===== src/rtl/window_filter_3x3.sv =====
// rtl/window_filter_3x3.sv - streaming 3x3 convolution over one strip of memory windows
// Issues NPIX read strobes, then a 3-stage multiply / sum / round-shift-clamp pipeline feeds the write port.
module window_filter_3x3 #(
    parameter int                NPIX  = 8192,
    parameter logic signed [4:0] K0    = 5'sd1,
    parameter logic signed [4:0] K1    = 5'sd2,
    parameter logic signed [4:0] K2    = 5'sd1,
    parameter logic signed [4:0] K3    = 5'sd2,
    parameter logic signed [4:0] K4    = 5'sd4,
    parameter logic signed [4:0] K5    = 5'sd2,
    parameter logic signed [4:0] K6    = 5'sd1,
    parameter logic signed [4:0] K7    = 5'sd2,
    parameter logic signed [4:0] K8    = 5'sd1,
    parameter int                SHIFT = 4
) (
    input  logic       clk,
    input  logic       rst,
    input  logic       start,
    input  logic [7:0] pixelr1,
    input  logic [7:0] pixelr2,
    input  logic [7:0] pixelr3,
    input  logic [7:0] pixelr4,
    input  logic [7:0] pixelr5,
    input  logic [7:0] pixelr6,
    input  logic [7:0] pixelr7,
    input  logic [7:0] pixelr8,
    input  logic [7:0] pixelr9,
    output logic       rd,
    output logic [7:0] pixelw,
    output logic       wr,
    output logic       busy,
    output logic       done
);

    localparam int                CNT_W = 14;
    localparam logic [CNT_W-1:0]  LAST  = CNT_W'(NPIX - 1);
    localparam int                RND   = (1 << SHIFT) >> 1;
    localparam logic signed [4:0] COEF [9] = '{K0, K1, K2, K3, K4, K5, K6, K7, K8};

    typedef enum logic [1:0] {
        IDLE  = 2'd0,
        RUN   = 2'd1,
        DRAIN = 2'd2,
        DONE  = 2'd3
    } state_e;

    state_e             state_q, state_d;
    logic [CNT_W-1:0]   cnt_q, cnt_d;
    logic [3:0]         vld_q, vld_d;
    logic [7:0]         pix [9];
    logic signed [13:0] prod_q [9];
    logic signed [13:0] prod_d [9];
    logic signed [17:0] sum_q, sum_d;
    logic signed [17:0] acc;
    logic signed [18:0] rnd;
    logic signed [18:0] shf;
    logic [7:0]         pixelw_q, pixelw_d;

    assign pix[0] = pixelr1;
    assign pix[1] = pixelr2;
    assign pix[2] = pixelr3;
    assign pix[3] = pixelr4;
    assign pix[4] = pixelr5;
    assign pix[5] = pixelr6;
    assign pix[6] = pixelr7;
    assign pix[7] = pixelr8;
    assign pix[8] = pixelr9;

    always_comb begin
        state_d = state_q;
        cnt_d   = cnt_q;
        rd      = 1'b0;
        busy    = 1'b0;
        done    = 1'b0;
        unique case (state_q)
            IDLE: begin
                if (start) begin
                    state_d = RUN;
                    cnt_d   = '0;
                end
            end
            RUN: begin
                rd    = 1'b1;
                busy  = 1'b1;
                cnt_d = cnt_q + 1'b1;
                if (cnt_q == LAST) begin
                    state_d = DRAIN;
                end
            end
            DRAIN: begin
                busy = 1'b1;
                // bit 3 is the final write itself, so only the upstream stages must be empty
                if (vld_q[2:0] == 3'b000) begin
                    state_d = DONE;
                end
            end
            DONE: begin
                done    = 1'b1;
                state_d = IDLE;
            end
            default: state_d = IDLE;
        endcase
    end

    assign vld_d = {vld_q[2:0], rd};

    always_comb begin
        for (int k = 0; k < 9; k++) begin
            prod_d[k] = vld_q[0] ? 14'($signed({1'b0, pix[k]})) * 14'(COEF[k]) : prod_q[k];
        end

        acc = '0;
        for (int k = 0; k < 9; k++) begin
            acc = acc + 18'(prod_q[k]);
        end
        sum_d = vld_q[1] ? acc : sum_q;

        // one guard bit keeps the rounding add from wrapping the sign
        rnd = {sum_q[17], sum_q} + 19'(RND);
        shf = rnd >>> SHIFT;

        pixelw_d = pixelw_q;
        if (vld_q[2]) begin
            if (shf < 0) begin
                pixelw_d = 8'd0;
            end else if (shf > 19'sd255) begin
                pixelw_d = 8'd255;
            end else begin
                pixelw_d = shf[7:0];
            end
        end
    end

    always_ff @(posedge clk) begin
        if (rst) begin
            state_q  <= IDLE;
            cnt_q    <= '0;
            vld_q    <= '0;
            sum_q    <= '0;
            pixelw_q <= '0;
            for (int k = 0; k < 9; k++) begin
                prod_q[k] <= '0;
            end
        end else begin
            state_q  <= state_d;
            cnt_q    <= cnt_d;
            vld_q    <= vld_d;
            sum_q    <= sum_d;
            pixelw_q <= pixelw_d;
            for (int k = 0; k < 9; k++) begin
                prod_q[k] <= prod_d[k];
            end
        end
    end

    assign pixelw = pixelw_q;
    assign wr     = vld_q[3];

endmodule

===== config.mk =====
export PLATFORM = sky130hd
export DESIGN_NAME = window_filter_3x3
export DESIGN_NICKNAME = d
export VERILOG_FILES = /design/src/rtl/window_filter_3x3.sv
export SDC_FILE = /design/constraint.sdc
export NUM_CORES = 1
export LEC_CHECK = 0
export CORE_MARGIN = 1.5
export CORE_UTILIZATION = 41
export CTS_CLUSTER_DIAMETER = 60
export DETAILED_ROUTE_END_ITERATION = 10
export SYNTH_ARGS = -nofsm -noshare
export SYNTH_HDL_FRONTEND = slang
export SYNTH_SLANG_ARGS = --single-unit

===== constraint.sdc =====
create_clock -name clk -period 7.2 [get_ports clk]
set_clock_uncertainty 0.05 [all_clocks]
set_input_delay 1.44 -clock clk [delete_from_list [all_inputs] [get_ports clk]]
set_output_delay 1.44 -clock clk [all_outputs]
set_load 0.05 [all_outputs]

==> results of run 1 <==
[where the power goes]
group          internal [uW]  leakage, uW  switching, uW
Sequential               680     0.000893           64.4
Combinational            363      0.00190            457
Clock                    280     0.000150            228
[placed cells by master (no fill, tap or decap), types with 3 or more instances in the layout]
master,synthesis,final
nand4_1,10,10
nor3b_1,4,4
inv_1,90,90
a311oi_1,7,7
xnor2_1,6,6
or3_1,5,5
nand2_1,16,16
fa_1,52,52
nand2b_1,6,6
o21ai_0,9,9
and2_1,4,4
ha_1,20,20
a21o_1,4,4
a21oi_1,11,11
xor2_1,9,9
nor3_1,4,4
nand3_1,8,8
nor2b_1,4,4
and3_1,4,4
and4_1,3,3
mux2i_1,76,76
clkdlybuf4s50_1,0,85
nor4_1,4,4
dfxtp_1,110,109
clkbuf_16,0,9
nor2_1,97,97
[layout make-up]
cell class | count | area share (%)
Multi-Input combinational cell | 393 | 46.39
Clock buffer | 11 | 3.295
Tap cell | 184 | 3.126
Sequential cell | 110 | 29.95
Clock inverter | 5 | 0.7814
Timing Repair Buffer | 88 | 11.82
Inverter | 91 | 4.637
[cell families (layout without fill, tap and decap cells)]
logic type                 Yosys count  in the layout  share of synthesized area [%]
AOI/OAI and AO/OA                   49             49                          5.858
muxes                               78             78                          12.91
adders and majority gates           72             72                          21.29
xor gates and xnor gates            15             15                          2.166
DFF                                110            110                          36.30
and+or+nand+nor                    179            179                          14.11
buffers and inverters              116            195                          7.364
[flip-flops by register name, indices dropped and copies added (netlist names)]
| name | count |
|---|---|
| state_q | 2 |
| cnt_q | 14 |
| pixelw | 8 |
| sum_q | 10 |
| prod_q | 72 |
| vld_q | 4 |
[routing by layer]
metal  up-vias  part of all wire, %  track usage (%)
met2        76                   48            28.22
met3         9                  3.5            4.296
met4         0                  1.5            5.003
met5         -                    0                0
met1      2050                   47            21.49
li1       2167                    -                -
[worst min-delay path, stage by stage (launching register included)]
cell     delay [ns]
dfxtp_1        0.31
nor2_1         0.08
nor4_1         0.05
[per-stage QoR]
stage / power [uW] / hold slack [ns] / instances / instance area (sq um) / worst slack [ns]
after floorplan: 1370 / 0.4015 / 619 / 6066 / 2.983
after global placement: 1561 / 0.4216 / 866 / 7066 / 2.849
after detailed placement: 1588 / 0.4190 / 866 / 7066 / 2.789
after CTS: 2104 / 0.4335 / 882 / 7366 / 2.771
after global routing: 2247 / 0.4518 / 882 / 7366 / 2.565
final: 2073 / 0.4314 / 882 / 7366 / 2.795
[final timing paths]
path / start / endpoint / slack (ns) / cells past startpoint
max: prod_q[0][4] / sum_q[11] / 2.80 / 13
min reg2reg: pixelw[7] / pixelw[7] / 0.43 / 2
min: pixelw[7] / pixelw[7] / 0.43 / 2
max reg2reg: prod_q[0][4] / sum_q[11] / 2.80 / 13
==> results.tsv, run 1 <==
stage	metric	value	unit
floorplanning	full die area	15530	sq um
floorplanning	Initial Utilization	41.89	%
global_route	Total GRT Usage	16.87	%
setup_path	Worst path slowest cell	fa_1	
cells_and_area	Core Util, Final	50.87	%
yosys	synthesized net count	766	
floorplanning	Site Rows	44	
sta	headroom to the max-slew limit	27.70	%
cts	clk slew on worst S/H paths	0.07	ns
yosys	Synth Register Bits	110	
sta	Slew @ Worst Pin	1.085	ns
floorplanning	Horiz. Die Dim	124.6	microns
cells_and_area	layout cells sized above 1	4.011	%
cells_and_area	final net count	840	
floorplanning	Core ar.	14480	sq um
setup_path	WP data arrival	4.59	ns
place	Port Buf Inserts	86	
cts	CTS tree	built	
run	MaxCap Viol Count	0	
yosys	register area share after synthesis	36.30	%
routing	WL per Instance	13.94	microns
cts	Clock Latency Late Sink	0.35	ns
cts	TritonCTS buffer count	9	
setup_path	element type at the critical path start	register	
global_route	initial antenna violation count	0	
cts	hold buffer count at CTS	0	
cts	PostCTS Resize Cnt	0	
cts	CTS sink count	110	
yosys	Unique masters post-synth	51	
routing	drt drc	0	
place	DP Wirelength	9281	microns
routing	vias	4302	
setup_path	Crit path top cell by count	fa_1	
yosys	largest area contributor in the netlist	dfxtp_1	
power	VDD IR max	123.4	uV
cells_and_area	fillcell total	1357	
routing	Pre-Repair DR Iteration Count	4	
routing	routed wire length	12300	microns
routing	number of DRC markers in iteration 0	179	
yosys	Avg Inst Size Synth	9.799	sq um
setup_path	CP Cell Sequence	inv_1, fa_1, inv_1, fa_1, fa_1, inv_1, fa_1, inv_1, fa_1, a21o_1, a221oi_2, nor4_1, or4_1	
yosys	Synth top area share	36.30	%
yosys	top-count cell post-synth	dfxtp_1	
cells_and_area	Antenna Cells	0	
sta	setup TNS	0	ns
cts	Post CTS Setup Buffer Count	0	
sta	Min Clock Period, post-route	4.405	ns
cells_and_area	Storage cell area	2206	sq um
setup_path	WP buf/inv	4	
place	gpl congestion	0.8228	
power	Pwr Density	281.4	nW/um^2
power	Leakage Power	0.002947	uW
global_route	number of global-route vias before repair	4390	
setup_path	family with the most delay on the worst path	adder cells	
floorplanning	Die Ht	124.6	microns
sta	final hold vios	0	
yosys	number of synthesized flops with an enable pin	0	
global_route	global route overflow	0	
sta	final critical-path share of the clock period	61.18	%
yosys	synthesized area	6066	sq um
yosys	Synth top cells by count	110 x dfxtp_1, 97 x nor2_1, 90 x inv_1	
yosys	Cells after Synth	619	
setup_path	CP Class	register to register	
global_route	global-route wire length before repair	21060	microns
yosys	synth warn	0	
sta	max frequency	227.0	MHz
setup_path	CP endpoint kind	register	
hold_path	HP Class	register to register	
cells_and_area	Multi-input gate area	3417	sq um
yosys	main flop type after synthesis	dfxtp_1	
cells_and_area	P&R area growth vs syn	21.43	%
cts	worst-case clock buffer depth	2	
sta	fin. max-slew vios	0	
cts	H-tree lvl count	3	
routing	antenna-violating nets left	0	
yosys	Async S/R FF share, synth	0	%
run_status	status	finished, final reports clean	
sta	unrepaired setup endpoints after global routing	false	
setup_path	crit-path max cell delay	0.54	ns
sta	final setup fails	0	
setup_path	worst-path maximum fanout	3	
cts	CTS root buffer	clkbuf_16	
floorplanning	I/O pin total	87	
yosys	synth top area cells	dfxtp_1 36%, fa_1 17%, mux2i_1 13%, nor2_1 6.0%, inv_1 5.6%	
routing	vias per std cell	4.878	
global_route	largest net degree at the start of global routing	104	
setup_path	Crit path required time	7.38	ns
(Power assumes the default switching activity.)
==> run 2, diff against run 1 <==
- clock period: 7.2 -> 4.1 ns (I/O delays scaled with it)
==> run 2 against run 1 <==
The flow now finishes with violations (setup timing). Flip-flop and latch count stayed put. Register-to-register slack worse by 2.8 ns. Largest cell class unchanged. Combinational power is 95% higher. Clock power is 58% higher. Core utilization is 1.4 points higher. Power is 82% higher. Critical path depth is 3 lower. Die area stayed put. Sequential share of layout area is 0.63 points lower.
==> results.tsv, run 2 (synthesis results as in run 1) <==
stage	metric	value	unit
routing	vias	4393	
cells_and_area	Antenna Cells	0	
floorplanning	full die area	15530	sq um
setup_path	CP Class	register to register	
run_status	failing checks	setup timing	
run	MaxCap Viol Count	0	
global_route	initial antenna violation count	0	
global_route	global route overflow	0	
power	total power	3766	uW
floorplanning	I/O pin total	87	
sta	Min Clock Period, post-route	4.137	ns
cells_and_area	P&R area growth vs syn	24.67	%
power	VDD IR max	260.0	uV
routing	drt drc	0	
global_route	Total GRT Usage	17.24	%
cts	hold buffer count at CTS	0	
cells_and_area	most frequent cells in the layout	100 x dfxtp_1, 97 x nor2_1, 85 x clkdlybuf4s50_1, 84 x inv_1, 76 x mux2i_1	
routing	number of DRC markers in iteration 0	184	
routing	routed wire length	12680	microns
cells_and_area	commonest non-fill, non-tap cell in the layout	dfxtp_1	
routing	vias per std cell	4.870	
setup_path	WP data arrival	4.32	ns
hold_path	HP Class	register to register	
global_route	number of global-route vias before repair	4637	
sta	final hold vios	0	
cts	clk slew on worst S/H paths	0.07	ns
place	DP Wirelength	9685	microns
power	Pwr Density	497.9	nW/um^2
routing	antenna-violating nets left	0	
cts	CTS tree	built	
setup_path	CP endpoint kind	register	
run_status	status	complete, but fails checks	
floorplanning	Site Rows	44	
cells_and_area	Reg with most FFs	prod_q	
sta	final setup fails	1	
sta	unrepaired setup endpoints after global routing	true	
routing	Pre-Repair DR Iteration Count	6	
place	DP Worst Slack	-0.1792	ns
floorplanning	Initial Utilization	41.89	%
place	gpl congestion	0.7913	
floorplanning	Horiz. Die Dim	124.6	microns
sta	Final WS setup	-0.03662	ns
sta	fin. max-slew vios	0	
setup_path	Crit path required time	4.28	ns
cts	CTS root buffer	clkbuf_16	
setup_path	element type at the critical path start	register	
sta	Slew @ Worst Pin	1.004	ns
global_route	largest net degree at the start of global routing	100	
cts	worst-case clock buffer depth	2	
floorplanning	Core ar.	14480	sq um
cells_and_area	Largest register FFs	72	
sta	final critical-path share of the clock period	100.9	%
routing	WL per Instance	14.06	microns
cells_and_area	Core Util, Final	52.23	%
floorplanning	Die Ht	124.6	microns
cts	TritonCTS buffer count	9	
place	Port Buf Inserts	86	
global_route	global-route wire length before repair	21480	microns
cells_and_area	largest registers	prod_q (72), cnt_q (14), sum_q (10)	
cells_and_area	final net count	861	
sta	Hold Slack	0.4334	ns
sta	setup TNS	-0.03662	ns
cts	CTS sink count	110	
cts	H-tree lvl count	3	
cells_and_area	layout cells sized above 1	10.03	%
sta	max frequency	241.7	MHz
power	Leakage Power	0.003028	uW
setup_path	worst-path maximum fanout	2	
sta	headroom to the max-slew limit	33.05	%
cts	Clock Latency Late Sink	0.36	ns
setup_path	reg2reg setup slack	-0.04	ns
run 2: layer usage:
metal  up-vias  GRT usage, %  part of all wire (%)
li1       2211             -                     -
met1      2071         19.22                    42
met2        94         31.25                    51
met3        17         5.155                   4.9
met4         0         5.612                   2.3
met5         -             0                     0
run 2: final timing paths:
kind / start / to / cells past startpoint
worst max-delay path: prod_q[0][87] / sum_q[11] / 10
worst min-delay path: prod_q[0][49] / prod_q[0][49] / 2
worst max register to register: prod_q[0][87] / sum_q[11] / 10
worst min register to register: prod_q[0][49] / prod_q[0][49] / 2
run 2: cell type report:
class	count	area [sq um]
Fill cell	1335	6917
Multi-Input combinational cell	393	3478
Sequential cell	110	2217
Timing Repair Buffer	109	1028
Inverter	91	341.6
Clock buffer	11	242.7
Tap cell	184	230.2
Clock inverter	4	23.77
run 2: stage by stage:
| stage | area, sq um | cells |
|---|---|---|
| finish | 7562 | 902 |
| global route | 7562 | 902 |
| CTS | 7548 | 901 |
| detailed placement | 7228 | 885 |
| global placement | 7228 | 885 |
| floorplan | 6086 | 619 |
run 2: worst max-delay path, stage by stage (launching register included):
cell	delay, ns
dfxtp_1	0.38
fa_2	0.50
fa_1	0.52
fa_1	0.56
fa_1	0.42
ha_2	0.20
fa_2	0.34
a21o_1	0.20
a221oi_4	0.25
nor4_1	0.07
or4_1	0.51
run 2: power breakdown:
part           internal (uW)  total (uW)  switching [uW]
Combinational            777        1600             821
Sequential              1200        1360             165
Clock                    423         804             381
Total                   2400        3770            1370
run 2: repair_timing:
action,in CTS,in global routing
resized for setup,12,9
cloned,0,0
setup buffers,1,2
pin swaps,23,10
endpoints found under the setup margin,3,5
==> run 3, diff against run 2 <==
- CORE_ASPECT_RATIO: default -> 1.25
- CTS_CLUSTER_SIZE: default -> 20
==> run 3 against run 2 <==
The run still ends with setup timing left. Clock-buffer cell count increased by 3. Via count increased by 1.4%. Worst hold slack got worse by 0.0019 ns. Design area increased by 1.0%. First-iteration DRC count increased by 12%. Cell count increased by 0.22%. Fmax decreased by 2.2%. Clock power increased by 6.3%. Critical path depth increased by 2. Critical endpoint unchanged.
==> results.tsv, run 3 (synthesis results as in run 1) <==
stage	metric	value	unit
power	VDD IR max	431.6	uV
cells_and_area	layout cells sized above 1	11.98	%
power	Pwr Density	507.0	nW/um^2
cells_and_area	final net count	868	
setup_path	CP Cell Sequence	inv_2, fa_1, inv_2, fa_1, fa_1, fa_1, ha_2, fa_2, a21o_1, a221oi_2, nor4_1, or4_1	
cells_and_area	cell area after layout	7640	sq um
global_route	initial antenna violation count	0	
floorplanning	Die Ht	139.0	microns
place	DP Wirelength	9958	microns
run_status	failing checks	setup timing	
sta	final critical-path share of the clock period	103.2	%
global_route	global-route wire length before repair	21800	microns
setup_path	element type at the critical path start	register	
floorplanning	Core ar.	14410	sq um
cells_and_area	final cell count without fillers	904	
cells_and_area	Reg with most FFs	prod_q	
floorplanning	full die area	15540	sq um
global_route	largest net degree at the start of global routing	60	
global_route	number of global-route vias before repair	4774	
floorplanning	Initial Utilization	42.10	%
sta	final hold vios	0	
floorplanning	Horiz. Die Dim	111.8	microns
setup_path	CP endpoint kind	register	
routing	WL per Instance	14.12	microns
cells_and_area	Antenna Cells	0	
cells_and_area	most frequent cells in the layout	97 x nor2_1, 95 x dfxtp_1, 85 x clkdlybuf4s50_1, 81 x inv_1, 76 x mux2i_1	
cells_and_area	Largest register FFs	72	
cts	Clock Latency Late Sink	0.35	ns
cells_and_area	commonest non-fill, non-tap cell in the layout	nor2_1	
cells_and_area	largest registers	prod_q (72), cnt_q (14), sum_q (10)	
routing	vias per std cell	4.928	
cells_and_area	P&R area growth vs syn	25.95	%
global_route	global route overflow	0	
routing	routed wire length	12760	microns
hold_path	worst hold path depth	2	
routing	Pre-Repair DR Iteration Count	4	
run	MaxCap Viol Count	0	
setup_path	WP data arrival	4.40	ns
setup_path	Crit path top cell by count	fa_1	
cts	CTS root buffer	clkbuf_16	
power	Leakage Power	0.003072	uW
cts	worst-case clock buffer depth	2	
place	Port Buf Inserts	86	
sta	headroom to the max-slew limit	31.01	%
sta	Final WS setup	-0.1305	ns
run_status	status	complete, but fails checks	
hold_path	HP Class	register to register	
cts	CTS tree	built	
setup_path	Reg2Reg Depth	12	
cts	H-tree lvl count	3	
setup_path	Worst path slowest cell	fa_1	
routing	vias	4455	
place	gpl congestion	0.8583	
power	total power	3873	uW
place	area of placed instances	7273	sq um
sta	Slew @ Worst Pin	1.035	ns
routing	drt drc	0	
floorplanning	Site Rows	49	
place	Inst Count DP	886	
setup_path	Crit path required time	4.27	ns
sta	unrepaired setup endpoints after global routing	true	
floorplanning	I/O pin total	87	
sta	Min Clock Period, post-route	4.231	ns
setup_path	CP Class	register to register	
routing	number of DRC markers in iteration 0	206	
cts	CTS sink count	110	
cts	clk slew on worst S/H paths	0.07	ns
setup_path	crit-path max cell delay	0.57	ns
global_route	Total GRT Usage	17.60	%
routing	antenna-violating nets left	0	
cells_and_area	Core Util, Final	53.03	%
sta	max frequency	236.4	MHz
sta	final setup fails	1	
setup_path	worst-path maximum fanout	2	
cts	hold buffer count at CTS	0	
cts	TritonCTS buffer count	9	
sta	setup TNS	-0.1305	ns
sta	fin. max-slew vios	0	
==> run 3: cell count changes in the layout (fill, tap and decap cells not counted), sizes merged <==
| cell | change |
|---|---|
| clkbuf | +3 |
| clkinv | -2 |
| buf | +7 |
==> run 3: layout make-up <==
class | instances | area (sq um)
Tap cell | 178 | 222.7
Inverter | 91 | 341.6
Fill cell | 1310 | 6768
Multi-Input combinational cell | 393 | 3478
Sequential cell | 110 | 2223
Clock buffer | 14 | 275.3
Timing Repair Buffer | 116 | 1085
Clock inverter | 2 | 13.76
==> run 3: worst paths after layout <==
| check | start | endpoint | slack (ns) |
|---|---|---|---|
| setup / recovery | prod_q[0][31] | sum_q[11] | -0.13 |
| setup reg to reg | prod_q[0][31] | sum_q[11] | -0.13 |
| hold reg to reg | pixelw[7] | pixelw[7] | 0.43 |
| hold / removal | pixelw[7] | pixelw[7] | 0.43 |
==> run 3: power breakdown <==
part	total (uW)	switching (uW)	internal (uW)
Clock	855	387	467
Combinational	1660	840	820
Sequential	1360	161	1200
==> run 3: stage by stage <==
stage / worst slack, ns / hold slack [ns]
CTS: -0.1604 / 0.4318
finish: -0.1305 / 0.4315
detailed placement: -0.1922 / 0.4164
global placement: -0.1173 / 0.4147
global route: -0.2649 / 0.4467
floorplan: -0.02023 / 0.4015
==> run 3: metal layers <==
metal  global-route usage, %  share of wire [%]  up-vias
li1                        -                  -     2222
met1                   19.46                 40     2129
met2                   32.22                 53       82
met3                   4.283                3.7       22
met4                   6.795                2.9        0
met5                       0                  0        -
==> run 3: timing repair <==
item / 4_1_cts / 5_1_grt
cloned: 0 / 0
setup buffers: 0 / 2
gates resized for setup: 13 / 19
setup endpoints to repair: 3 / 6
pin swaps: 19 / 19
==> run 3: critical path, delay by kind of cell (launching register included) <==
| family | cells | cell delay, ns |
|---|---|---|
| fa+ha+maj | 6 | 2.55 |
| flops | 1 | 0.34 |
| buf+inv | 2 | 0.08 |
| compound gates | 2 | 0.48 |
| simple gates | 2 | 0.62 |
